### src/rtl/bus_pkg.sv
// rtl/bus_pkg.sv - shared state encoding, index width helper and default memory map
package bus_pkg;

    typedef enum logic [1:0] {
        IDLE   = 2'd0,
        ACCESS = 2'd1,
        RESP   = 2'd2,
        FAULT  = 2'd3
    } bus_state_t;

    // A single-region map still needs a 1-bit index register.
    function automatic int region_idx_w(input int n);
        return (n > 1) ? $clog2(n) : 1;
    endfunction

    localparam logic [31:0] ROM_BASE = 32'h0000_0000;
    localparam logic [31:0] ROM_SIZE = 32'h0000_1000;
    localparam logic [31:0] RAM_BASE = 32'h0000_1000;
    localparam logic [31:0] RAM_SIZE = 32'h0000_1000;
    localparam logic [3:0]  ROM_WAIT = 4'd0;
    localparam logic [3:0]  RAM_WAIT = 4'd1;

endpackage

### src/rtl/addr_region_match.sv
// rtl/addr_region_match.sv - single address window compare and offset generation
module addr_region_match
    import bus_pkg::*;
#(
    parameter int ADDR_W = 32
) (
    input  logic [ADDR_W-1:0] addr,
    input  logic [ADDR_W-1:0] base,
    input  logic [ADDR_W-1:0] size,
    output logic              hit,
    output logic [ADDR_W-1:0] offset
);

    logic [ADDR_W:0] addr_x;
    logic [ADDR_W:0] lo_x;
    logic [ADDR_W:0] hi_x;

    // One extra bit lets a window end exactly at the top of the address space.
    assign addr_x = {1'b0, addr};
    assign lo_x   = {1'b0, base};
    assign hi_x   = {1'b0, base} + {1'b0, size};
    assign hit    = (addr_x >= lo_x) && (addr_x < hi_x);
    assign offset = addr - base;

endmodule

### src/rtl/mem_bus_decoder.sv
// rtl/mem_bus_decoder.sv - CPU bus decoder with per-region wait states; MEM_BUS_FAULT_LOG_EN adds fault logging
module mem_bus_decoder
    import bus_pkg::*;
#(
    parameter int NUM_REGIONS = 2,
    parameter int ADDR_W      = 32,
    parameter int DATA_W      = 8,
    parameter int WAIT_W      = 4,
    parameter logic [NUM_REGIONS*ADDR_W-1:0] REGION_BASE = {RAM_BASE, ROM_BASE},
    parameter logic [NUM_REGIONS*ADDR_W-1:0] REGION_SIZE = {RAM_SIZE, ROM_SIZE},
    parameter logic [NUM_REGIONS*WAIT_W-1:0] REGION_WAIT = {RAM_WAIT, ROM_WAIT}
) (
    input  logic                          clk,
    input  logic                          rst,
    input  logic                          req,
    input  logic [ADDR_W-1:0]             addr,
    input  logic                          we,
    input  logic [DATA_W-1:0]             wdata,
    output logic [DATA_W-1:0]             rdata,
    output logic                          ready,
    output logic                          fault,
    output logic [NUM_REGIONS-1:0]        s_sel,
    output logic [ADDR_W-1:0]             s_addr,
    output logic                          s_we,
    output logic [DATA_W-1:0]             s_wdata,
    input  logic [NUM_REGIONS*DATA_W-1:0] s_rdata
`ifdef MEM_BUS_FAULT_LOG_EN
    ,
    output logic [ADDR_W-1:0]             fault_addr,
    output logic [15:0]                   fault_count
`endif
);

    localparam int IDX_W = region_idx_w(NUM_REGIONS);

    bus_state_t state, state_nxt;

    logic [NUM_REGIONS-1:0] hit_vec;
    logic [ADDR_W-1:0]      off_arr  [NUM_REGIONS];
    logic [DATA_W-1:0]      rd_arr   [NUM_REGIONS];
    logic [WAIT_W-1:0]      wait_arr [NUM_REGIONS];

    logic             any_hit;
    logic [IDX_W-1:0] hit_idx;
    logic             accept;
    logic             enter_fault;

    logic [IDX_W-1:0]  idx_q;
    logic [ADDR_W-1:0] off_q;
    logic              we_q;
    logic [DATA_W-1:0] wdata_q;
    logic [WAIT_W-1:0] cnt_q;
    logic [DATA_W-1:0] rdata_q;

    for (genvar g = 0; g < NUM_REGIONS; g++) begin : g_region
        addr_region_match #(.ADDR_W(ADDR_W)) u_match (
            .addr   (addr),
            .base   (REGION_BASE[g*ADDR_W +: ADDR_W]),
            .size   (REGION_SIZE[g*ADDR_W +: ADDR_W]),
            .hit    (hit_vec[g]),
            .offset (off_arr[g])
        );
        assign rd_arr[g]   = s_rdata[g*DATA_W +: DATA_W];
        assign wait_arr[g] = REGION_WAIT[g*WAIT_W +: WAIT_W];
    end

    // Scan downwards so the lowest matching index is the last one written.
    always_comb begin
        any_hit = 1'b0;
        hit_idx = '0;
        for (int i = NUM_REGIONS - 1; i >= 0; i--) begin
            if (hit_vec[i]) begin
                any_hit = 1'b1;
                hit_idx = IDX_W'(i);
            end
        end
    end

    always_comb begin
        state_nxt   = state;
        accept      = 1'b0;
        enter_fault = 1'b0;
        ready       = 1'b0;
        fault       = 1'b0;
        rdata       = rdata_q;
        s_sel       = '0;
        s_addr      = '0;
        s_we        = 1'b0;
        s_wdata     = '0;
        case (state)
            IDLE: begin
                if (req) begin
                    if (any_hit) begin
                        accept    = 1'b1;
                        state_nxt = ACCESS;
                    end else begin
                        enter_fault = 1'b1;
                        state_nxt   = FAULT;
                    end
                end
            end
            ACCESS: begin
                s_sel   = NUM_REGIONS'(1) << idx_q;
                s_addr  = off_q;
                s_wdata = wdata_q;
                if (cnt_q == '0) begin
                    s_we      = we_q;
                    state_nxt = RESP;
                end
            end
            RESP: begin
                ready     = 1'b1;
                state_nxt = IDLE;
            end
            FAULT: begin
                ready     = 1'b1;
                fault     = 1'b1;
                rdata     = '0;
                state_nxt = IDLE;
            end
            default: state_nxt = IDLE;
        endcase
    end

    always_ff @(posedge clk or negedge rst) begin
        if (!rst) begin
            state   <= IDLE;
            idx_q   <= '0;
            off_q   <= '0;
            we_q    <= 1'b0;
            wdata_q <= '0;
            cnt_q   <= '0;
            rdata_q <= '0;
        end else begin
            state <= state_nxt;
            if (accept) begin
                idx_q   <= hit_idx;
                off_q   <= off_arr[hit_idx];
                we_q    <= we;
                wdata_q <= wdata;
                cnt_q   <= wait_arr[hit_idx];
            end else if (state == ACCESS && cnt_q != '0) begin
                cnt_q <= cnt_q - 1'b1;
            end
            if (state == ACCESS && cnt_q == '0 && !we_q) begin
                rdata_q <= rd_arr[idx_q];
            end
        end
    end

`ifdef MEM_BUS_FAULT_LOG_EN
    always_ff @(posedge clk or negedge rst) begin
        if (!rst) begin
            fault_addr  <= '0;
            fault_count <= '0;
        end else if (enter_fault) begin
            fault_addr <= addr;
            if (fault_count != 16'hFFFF) begin
                fault_count <= fault_count + 16'd1;
            end
        end
    end
`endif

endmodule

### config.mk
export PLATFORM = sky130hd
export DESIGN_NAME = mem_bus_decoder
export DESIGN_NICKNAME = d
export VERILOG_FILES = /design/src/rtl/bus_pkg.sv /design/src/rtl/addr_region_match.sv /design/src/rtl/mem_bus_decoder.sv
export SDC_FILE = /design/constraint.sdc
export NUM_CORES = 1
export LEC_CHECK = 0
export BUFFER_PORTS_ARGS = -buffer_cell sky130_fd_sc_hd__buf_2
export CAP_MARGIN = 15
export CORE_ASPECT_RATIO = 1.1
export CORE_MARGIN = 1.5
export CORE_UTILIZATION = 45
export CTS_BUF_LIST = sky130_fd_sc_hd__clkbuf_4
export DETAILED_ROUTE_END_ITERATION = 10
export PLACE_DENSITY = 0.78
export SLEW_MARGIN = 10
export SYNTH_ARGS = -nofsm -noshare
export SYNTH_HDL_FRONTEND = slang
export SYNTH_SLANG_ARGS = --single-unit
export TNS_END_PERCENT = 30
### constraint.sdc
create_clock -name clk -period 1.8 [get_ports clk]
set_input_delay 0.09 -clock clk [delete_from_list [all_inputs] [get_ports clk]]
set_output_delay 0.09 -clock clk [all_outputs]
set_load 0.02 [all_outputs]
==> load_flow_metrics.sql <==
INSERT INTO impl_metrics (metric_group, metric, value, unit) VALUES
('critical_path', 'data_required_critical_path', '2070', 'ps'),
('synth', 'ys_top_cells_by_count', 'and2_1, dfrtp_1, mux2_2', ''),
('clocking', 'h_tree_lvls', '2', ''),
('place', 'placement.setup.worst_slack', '-1.098', 'ps'),
('sta', 'timing_hold_violations_final', '0', ''),
('sta', 'pin_slew_with_the_least_headroom_to_its_limit', '703.3', 'ps'),
('run_status', 'violations', 'setup timing', ''),
('sta', 'worst_slack', '-5.656', 'ps'),
('synth', 'netlist_area', '2761', 'µm²'),
('critical_path', 'endpoint', 'off_q[29]$_DFFE_PN0P_', ''),
('synth', 'yosysUniqueCellTypes', '46', ''),
('run_status', 'run_status', 'finished with violations', ''),
('synth', 'postSynthAreaPerCell', '11.41', 'µm²'),
('die', 'design.portCount', '113', ''),
('synth', 'postSynth.topFlopCell', 'dfrtp_1', ''),
('global_route', 'grt_pass1_wl', '10740', 'µm'),
('clocking', 'worstSkewPairLatency', '370', 'ps'),
('critical_path', 'reg2reg_slack', '-6', 'ps'),
('drt', 'route.detailed.drc', '0', ''),
('sta', 'rsz0062_at_grt', 'yes', ''),
('drt', 'final_antenna_net_count', '0', ''),
('job', 'cap_violations', '0', ''),
('die', 'floorplan.initialDensity', '47.27', '%'),
('drt', 'drt-wirelength-per-cell', '14.92', 'µm'),
('synth', 'ys_async_sr_fraction', '100.0', '%'),
('die', 'core', '5842', 'µm²'),
('synth', 'synth-seq-area-share', '50.75', '%'),
('clocking', 'clock-root-buffer', 'clkbuf_4', ''),
('critical_path', 'r2r_start', 'state[0]$_DFFE_PN0P_', ''),
('final_layout', 'share_of_post_route_cells_with_drive_strength_above_1', '45.64', '%'),
('sta', 'finalCritPeriodShare', '100.3', '%'),
('place', 'place.gp.congestion', '0.8395', ''),
('place', 'port-buffer-count', '112', ''),
('synth', 'synthCells', '242', ''),
('sta', 'slew_headroom', '53.12', '%'),
('critical_path', 'worstPathMaxFanout', '5', ''),
('synth', 'post-synth-top-area-fraction', '50.75', '%'),
('synth', 'netlist_top_cells_area', 'dfrtp_1, and2_1, mux2_2, mux2i_1, nor4_4', ''),
('drt', 'dr_total_vias', '2340', ''),
('synth', 'post-synth-top-area-cell', 'dfrtp_1', ''),
('drt', 'first_iter_violations', '121', ''),
('clocking', 'number_of_buffers_inserted_during_clock_tree_synthesis', '5', ''),
('critical_path', 'setup.worst_path.class', 'reg2reg', ''),
('critical_path', 'endpoint_of_the_worst_slack_reg_to_reg_timing_path', 'off_q[29]$_DFFE_PN0P_', ''),
('final_layout', 'number_of_nets_at_the_end_of_the_flow', '464', ''),
('final_layout', 'final_core_utilization', '70.68', '%'),
('drt', 'via_per_inst', '4.895', ''),
('global_route', 'pin_count_of_the_biggest_net_entering_global_routing', '57', ''),
('drt', 'sum_of_routed_wire_length_over_all_layers', '7130', 'µm'),
('place', 'post-dp-hpwl', '4467', 'µm'),
('critical_path', 'startpoint_type', 'register', ''),
('worst_hold_path', 'hold_path.class', 'in2reg', ''),
('final_layout', 'fillCellCount', '425', ''),
('die', 'fp.dieH', '85.16', 'µm'),
('clocking', 'cts.path.max_buffers', '2', ''),
('power_and_ir_drop', 'p_per_area', '912.4', 'nW/µm²'),
('global_route', 'grt_antenna_before_repair', '0', ''),
('synth', 'synth_fp_nets', '305', ''),
('die', 'floorplan.rows', '29', ''),
('synth', 'ys.warnings.count', '0', ''),
('die', 'die_area', '6616', 'µm²'),
('final_layout', 'synthToLayoutAreaGrowth', '49.52', '%'),
('global_route', 'via_count_of_the_first_global_routing_pass', '2367', ''),
('die', 'chipWidth', '77.69', 'µm'),
('sta', 'clock-skew-final', '8.874', 'ps'),
('sta', 'setup_violations', '2', ''),
('critical_path', 'worstSetupStartpoint', 'state[0]$_DFFE_PN0P_', ''),
('sta', 'maxSlewViolCount', '0', ''),
('sta', 'min_period', '1806', 'ps'),
('critical_path', 'critical_path.endpoint_type', 'register', ''),
('critical_path', 'worst-r2r-cell-count', '4', '');
==> per-layer routing <==
layer  part of all wire, %  global-route usage (%)  vias up  wire length (µm)
li1                      -                       -     1130                 -
met1                    41                   24.62     1117              2949
met2                    52                   36.28       89              3681
met3                   6.5                   6.452        4               462
met4                  0.50                   3.967        0                36
met5                     0                       0        -                 0
==> layout by cell type (no fill, tap or decap), drive strengths merged, types with 2 or more instances in the layout <==
cell         synthesis  routed
xor2                 2       2
nand2               10      10
a2bb2oi              2       2
a21oi                3       3
nand3                2       2
dfrtp               56      56
o21ai               10      10
nor3                 6       6
o21a                 5       5
inv                  7       7
mux2i                8       8
dlygate4sd3          0      30
and2                57      57
nor4                 4       4
a21o                 4       4
buf                  5     131
ha                   3       3
mux2                21      21
clkbuf               8       8
nor2b                2       2
nand3b               2       2
or3                  2       3
nor2                 9       9
or3b                 2       2
==> stage by stage <==
stage | total power [mW] | TNS (ps) | area (µm²) | cells | hold WS (ps)
after CTS | 3.377 | 0 | 3835 | 469 | 1.629
after detailed placement | 2.785 | -1.098 | 3488 | 433 | 265.5
after floorplan | 2.245 | 0 | 2765 | 242 | -205.6
after global placement | 2.739 | 0 | 3488 | 433 | 262.8
final | 3.767 | -6.230 | 4129 | 478 | 29.64
after global routing | 4.015 | -885.6 | 4129 | 478 | 23.42
==> power breakdown <==
group	switching (mW)	leakage [nW]	internal, mW
sequential	0.0986	0.739	1.41
clock	0.379	0.0271	0.144
combinational	0.869	1.41	0.865
total	1.35	2.18	2.42
==> logic make-up after synthesis <==
family / share of synthesized area (%)
xor+xnor: 0.9517
fa+ha+maj: 1.359
buf+inv: 3.715
simple gates: 24.83
flops: 50.75
compound gates: 6.661
mux: 11.74
==> worst max-delay path, stage by stage, from the launching register on <==
cell      delay (ps)
dfrtp_1          420
or3b_4           420
nand3b_4         190
or4_4            540
o21a_1           140
==> sequential cells by signal (all words and copies together), names as in the netlist <==
register / count
cnt_q: 4
wdata_q: 8
idx_q: 1
state: 2
off_q: 32
rdata_q: 8
we_q: 1
==> worst min-delay path by stage <==
stage                            from                endpoint  slack (ps)  cells past startpoint
after CTS                  s_rdata[2]  rdata_q[2]$_DFFE_PN0P_           2                      3
after global routing      s_rdata[13]  rdata_q[5]$_DFFE_PN0P_          20                      3
after floorplan                   rst    cnt_q[0]$_DFFE_PN0P_        -210                      0
after detailed placement          rst   off_q[14]$_DFFE_PN0P_         270                      2
final                     s_rdata[12]  rdata_q[4]$_DFFE_PN0P_          30                      3
after global placement            rst   off_q[14]$_DFFE_PN0P_         260                      2
==> layout make-up <==
class | count | area (µm²) | share of cell area, %
tap | 77 | 96.34 | 2.333
inverter | 7 | 26.28 | 0.6364
timing repair buffer | 164 | 1252 | 30.33
clock inverter | 2 | 12.51 | 0.3030
multi-input combinational | 167 | 1303 | 31.55
clock buffer | 5 | 37.54 | 0.9091
sequential | 56 | 1401 | 33.94
==> repair_timing <==
| item | in CTS | in global routing |
|---|---|---|
| hold buffers | 28 | 2 |
| endpoints found under the setup margin | 8 | 54 |
| setup buffers | 1 | 4 |
| pin swaps | 1 | 2 |
| gates cloned | 0 | 4 |
| hold endpoints to repair | 80 | 1 |
| gates resized for setup | 3 | 53 |
Power figures use the tool's default switching activity.
